File: src/rtl/mem_arbiter.sv
// Two-port memory arbiter.
// Picks one of two requesters, registers its command onto a single memory
// port, and returns grant / error / read-valid pulses to the winning port.
//
// Handshake: a port holds req and its attributes steady until it sees gnt.
// On the memory side, mem_valid with the mem_* fields is held constant until
// the cycle in which mem_ready is high; that cycle is the acceptance. Read
// data is taken from mem_rdata exactly one cycle after a read is accepted.
module mem_arbiter #(
    parameter bit FIXED_PRIO = 1'b0
) (
    input  logic        clk,
    input  logic        rst,
    input  logic        p0_req,
    input  logic [31:0] p0_addr,
    input  logic [31:0] p0_wdata,
    input  logic        p0_we,
    input  logic [1:0]  p0_size,
    output logic        p0_gnt,
    output logic        p0_err,
    output logic        p0_rvalid,
    output logic [31:0] p0_rdata,
    input  logic        p1_req,
    input  logic [31:0] p1_addr,
    input  logic [31:0] p1_wdata,
    input  logic        p1_we,
    input  logic [1:0]  p1_size,
    output logic        p1_gnt,
    output logic        p1_err,
    output logic        p1_rvalid,
    output logic [31:0] p1_rdata,
    output logic        mem_valid,
    output logic [31:0] mem_addr,
    output logic [31:0] mem_wdata,
    output logic        mem_we,
    output logic [1:0]  mem_size,
    input  logic        mem_ready,
    input  logic [31:0] mem_rdata,
    output logic        busy,
    output logic [1:0]  fsm_state
);

    typedef enum logic [1:0] {
        IDLE   = 2'd0,
        ISSUE  = 2'd1,
        RDWAIT = 2'd2
    } state_t;

    state_t      state_q, state_d;
    logic        win_q;      // port that owns the current transaction
    logic        last_q;     // port granted most recently
    logic        rej_q;      // current transaction is a rejected (illegal) one
    logic [31:0] addr_q, wdata_q;
    logic        we_q;
    logic [1:0]  size_q;

    logic        any_req;
    logic        pick;
    logic [31:0] sel_addr, sel_wdata;
    logic        sel_we;
    logic [1:0]  sel_size;
    logic        illegal;
    logic        gnt_any, err_any, rvalid_any;

    assign any_req = p0_req | p1_req;

    // Winner selection and alignment check for the request seen in IDLE
    always_comb begin
        pick = 1'b0;
        if (p0_req && p1_req) begin
            pick = FIXED_PRIO ? 1'b0 : ~last_q;
        end else begin
            pick = ~p0_req;
        end
        sel_addr  = pick ? p1_addr  : p0_addr;
        sel_wdata = pick ? p1_wdata : p0_wdata;
        sel_we    = pick ? p1_we    : p0_we;
        sel_size  = pick ? p1_size  : p0_size;
        illegal   = (sel_size == 2'b11) ||
                    ((sel_size == 2'b10) && (sel_addr[1:0] != 2'b00)) ||
                    ((sel_size == 2'b01) && sel_addr[0]);
    end

    // Next-state logic and per-transaction pulses; reset suppresses all pulses
    always_comb begin
        state_d    = state_q;
        gnt_any    = 1'b0;
        err_any    = 1'b0;
        rvalid_any = 1'b0;
        case (state_q)
            IDLE: begin
                if (any_req) state_d = ISSUE;
            end
            ISSUE: begin
                if (rej_q) begin
                    gnt_any = 1'b1;
                    err_any = 1'b1;
                    state_d = IDLE;
                end else if (mem_ready) begin
                    gnt_any = 1'b1;
                    state_d = we_q ? IDLE : RDWAIT;
                end
            end
            RDWAIT: begin
                rvalid_any = 1'b1;
                state_d    = IDLE;
            end
            default: state_d = IDLE;
        endcase
        if (rst) begin
            gnt_any    = 1'b0;
            err_any    = 1'b0;
            rvalid_any = 1'b0;
        end
    end

    // State, command registers and round-robin history
    always_ff @(posedge clk) begin
        if (rst) begin
            state_q <= IDLE;
            win_q   <= 1'b0;
            last_q  <= 1'b1;
            rej_q   <= 1'b0;
            addr_q  <= 32'd0;
            wdata_q <= 32'd0;
            we_q    <= 1'b0;
            size_q  <= 2'd0;
        end else begin
            state_q <= state_d;
            if (state_q == IDLE && any_req) begin
                win_q <= pick;
                rej_q <= illegal;
                if (!illegal) begin
                    addr_q  <= sel_addr;
                    wdata_q <= sel_wdata;
                    we_q    <= sel_we;
                    size_q  <= sel_size;
                end
            end
            if (gnt_any) last_q <= win_q;
        end
    end

    assign mem_valid = (state_q == ISSUE) && !rej_q;
    assign mem_we    = we_q & mem_valid;
    assign mem_addr  = addr_q;
    assign mem_wdata = wdata_q;
    assign mem_size  = size_q;

    assign p0_gnt    = gnt_any    & ~win_q;
    assign p1_gnt    = gnt_any    &  win_q;
    assign p0_err    = err_any    & ~win_q;
    assign p1_err    = err_any    &  win_q;
    assign p0_rvalid = rvalid_any & ~win_q;
    assign p1_rvalid = rvalid_any &  win_q;
    assign p0_rdata  = mem_rdata;
    assign p1_rdata  = mem_rdata;

    assign busy      = (state_q != IDLE);
    assign fsm_state = state_q;

endmodule

File: config.mk
export PLATFORM = sky130hd
export DESIGN_NAME = mem_arbiter
export DESIGN_NICKNAME = d
export VERILOG_FILES = /design/src/rtl/mem_arbiter.sv
export SDC_FILE = /design/constraint.sdc
export NUM_CORES = 1
export LEC_CHECK = 0
export ABC_AREA = 1
export CAP_MARGIN = 20
export CORE_AREA = 2 2 121 123
export CTS_BUF_LIST = sky130_fd_sc_hd__clkbuf_16
export DETAILED_ROUTE_END_ITERATION = 8
export DIE_AREA = 0 0 123 125
export HOLD_SLACK_MARGIN = 0.03
export PLACE_DENSITY = 0.73
export SYNTH_ARGS = -nofsm -noshare
export SYNTH_HDL_FRONTEND = slang
export SYNTH_SLANG_ARGS = --single-unit
File: constraint.sdc
create_clock -name clk -period 1.8 [get_ports clk]
set_clock_uncertainty 0.2 [all_clocks]
set_input_delay 0.18 -clock clk [delete_from_list [all_inputs] [get_ports clk]]
set_output_delay 0.18 -clock clk [all_outputs]
set_load 0.02 [all_outputs]
==> qor.yml <==
htree_levels: 3
ctsHoldBuffers: 0
wl_um: 13920
critPathArrivalTime_ns: 1.88
route.detailed.drc: 0
yosys_register_bits: 72
avgSynthCellArea_sq_um: 5.771
min_period_ns: 1.851
final_max_slew_viol_count: 0
critPathKind: "in2reg"
place_inst: 1079
critical_path.startpoint: "p1_req"
worst_path_max_delay_cell: "clkdlybuf4s50_1"
fmax_mhz: 540.3
synth_edf_count: 0
hp-class: "in2out"
rsz0062_at_grt: "true"
switchingPower_w: 0.001832
coreArea_sq_mm: 0.01420
gr-total-overflow: 0
avgRoutedWirePerCell_um: 12.53
cp_max_fo: 22
cts_tree: "yes"
setup_viol: 44
combPwrFrac_pct: 35.9
grt_pass1_vias: 4172
p_clk_share_pct: 32.3
final_antenna_net_count: 0
cap_violations: 0
violations: "negative setup slack"
clk_pin_slew_worst_paths_ns: 0.06
synth-seq-area-share_pct: 33.30
routabilityCongestion: 0.7899
ys_async_sr_fraction_pct: 0
drive_above_1_share_pct: 16.18
utilization_pct: 50.47
p_leak_nw: 3.552
diodes: 0
timing.final.ws_setup_ns: -0.05070
p_seq_share_pct: 31.8
row_count: 44
r2r_start: "last_q$_SDFFE_PP1N_"
finalHoldViolations: 0
synth_fp_nets: 921
grt_max_degree: 71
die_height_um: 125
cts_max_path_buffers: 2
grt_pass1_wl_um: 20110
place_ws_ns: -0.3136
slowest_delay_ns: 0.54
min_period_over_period_pct: 102.8
clock_latency_ns: 0.33
ios: 312
cp.required_ns: 1.83
track_usage_pct: 16.58
synthFlopType: "dfxtp_1"
dr_total_vias: 4643
fin_cells: 1111
start_util_pct: 30.47
cpMostUsedCell: "nand2_2"
grt_antenna_before_repair: 2
drt_first_iter_violations: 129
yosys_warnings: 0
start_kind: "input pin"
cp-end-kind: "flip-flop"
p_per_area_mw_per_mm2: 819.9
setup_tns_ns: -1.110
synth.cell_area_sq_mm: 0.004328
hold_path.startpoint: "mem_rdata[21]"
status: "complete, but fails checks"
vias_per_cell: 4.179
relSlewSlack_pct: 48.34
ir_worst_vdd_mv: 0.4918
whs_ns: 0.1600
final_nets: 1093
swShare_pct: 31.18
synthDistinctLibCells: 20
syn_to_final_growth_pct: 65.63
drt_pass1_iterations: 4
hpwl_um: 9327
cts_buffers: 9
tightest_slew_ns: 0.7749
synth_cells: 750
die-area_sq_mm: 0.01538
intPower_w: 0.004045
die_w_um: 123
cts.root.buffer_cell: "clkbuf_16"
io_buffers: 215
cp_cell_sequence: "clkdlybuf4s50_1 > nand2_4 > nand2_4 > nand2_2 > nand2_2 > nand2_2 > nand2_2 > nand3_4 > buf_8 > buf_16 > nor2_1 > nor2_1"
clock-sinks: 72
==> synth_stat cells, types with 4 or more instances <==
| cell type | instances | area share [%] |
|---|---|---|
| buf_1 | 5 | 0.43 |
| dfxtp_1 | 72 | 33 |
| nand2_1 | 335 | 29 |
| nor2_1 | 139 | 12 |
| clkbuf_1 | 15 | 1.3 |
| a21oi_1 | 4 | 0.46 |
| buf_4 | 70 | 12 |
| inv_1 | 79 | 6.9 |
| nand3_1 | 6 | 0.69 |
| buf_2 | 6 | 0.69 |
==> final timing paths <==
| check | cells after the start | slack (ns) | end |
|---|---|---|---|
| max | 12 | -0.05 | mem_wdata[14]$_SDFFE_PP0P_ |
| min | 0 | 0.16 | p0_rdata[21] |
| max reg2reg | 12 | -0.04 | mem_wdata[14]$_SDFFE_PP0P_ |
| min reg2reg | 1 | 0.23 | fsm_state[1]$_SDFFE_PP0P_ |
==> registers in the layout, summed over array words and instances (netlist names) <==
signal     cells
last_q         1
win_q          1
fsm_state      2
we_q           1
rej_q          1
mem_addr      32
mem_size       2
mem_wdata     32
==> stage by stage <==
stage / total power [W] / cell area (sq um)
after global routing: 0.006221 / 7168
after floorplan: 0.003017 / 4330
after global placement: 0.003669 / 6324
after CTS: 0.005734 / 6787
after detailed placement: 0.003691 / 6324
final: 0.005877 / 7168
==> routing by layer <==
| metal | vias up | share of wire [%] | global-route usage, % |
|---|---|---|---|
| met5 | - | 0 | 0 |
| met1 | 2003 | 40 | 17.89 |
| met3 | 33 | 9.6 | 6.387 |
| li1 | 2451 | - | - |
| met2 | 156 | 48 | 28.63 |
| met4 | 0 | 2.3 | 7.019 |
==> cell families after synthesis <==
family | synth area share (%)
AO/OA/AOI/OAI | 1.127
flip-flops | 33.30
buffers and inverters | 22.46
AND/OR/NAND/NOR | 43.10
==> power by group through the flow <==
stage | logic [W] | registers (W) | clock network, W
2_1_floorplan | 0.000905 | 0.00211 | 0
3_3_place_gp | 0.00177 | 0.00190 | 0
3_5_place_dp | 0.00179 | 0.00190 | 0
4_1_cts | 0.00190 | 0.00187 | 0.00196
5_1_grt | 0.00231 | 0.00189 | 0.00202
6_report | 0.00211 | 0.00187 | 0.00190
==> placed cells by master, fill, tap and decap left out, types with 6 or more instances in the layout <==
cell type | netlist | routed
nor2_2 | 0 | 31
nand2_2 | 2 | 23
inv_1 | 79 | 75
buf_4 | 70 | 28
nor2_4 | 0 | 6
inv_2 | 3 | 8
nand2_4 | 0 | 8
clkdlybuf4s50_1 | 0 | 204
nor2_1 | 139 | 102
clkbuf_16 | 0 | 15
dfxtp_1 | 72 | 70
nand3_1 | 6 | 6
nand2_1 | 335 | 306
==> worst max-delay path: cells and delay by family <==
kind	cells	cell delay (ns)
and+or+nand+nor	9	0.81
buffers and inverters	3	0.88
==> layout make-up <==
class                      instances  area [sq um]
fill                            1426          7036
timing repair buffer             260          2709
multi-input combinational        497          2165
sequential                        72          1444
inverter                          82         307.8
tap                              184         230.2
clock buffer                       9         225.2
clock inverter                     7         87.58
==> repair_timing <==
action | 4_1_cts | 5_1_grt
pin swaps | 5 | 22
setup buffers | 4 | 2
cloned | 3 | 8
resized for setup | 49 | 90
endpoints found under the setup margin | 41 | 76
Note: power is estimated with default switching activity, not from simulation.
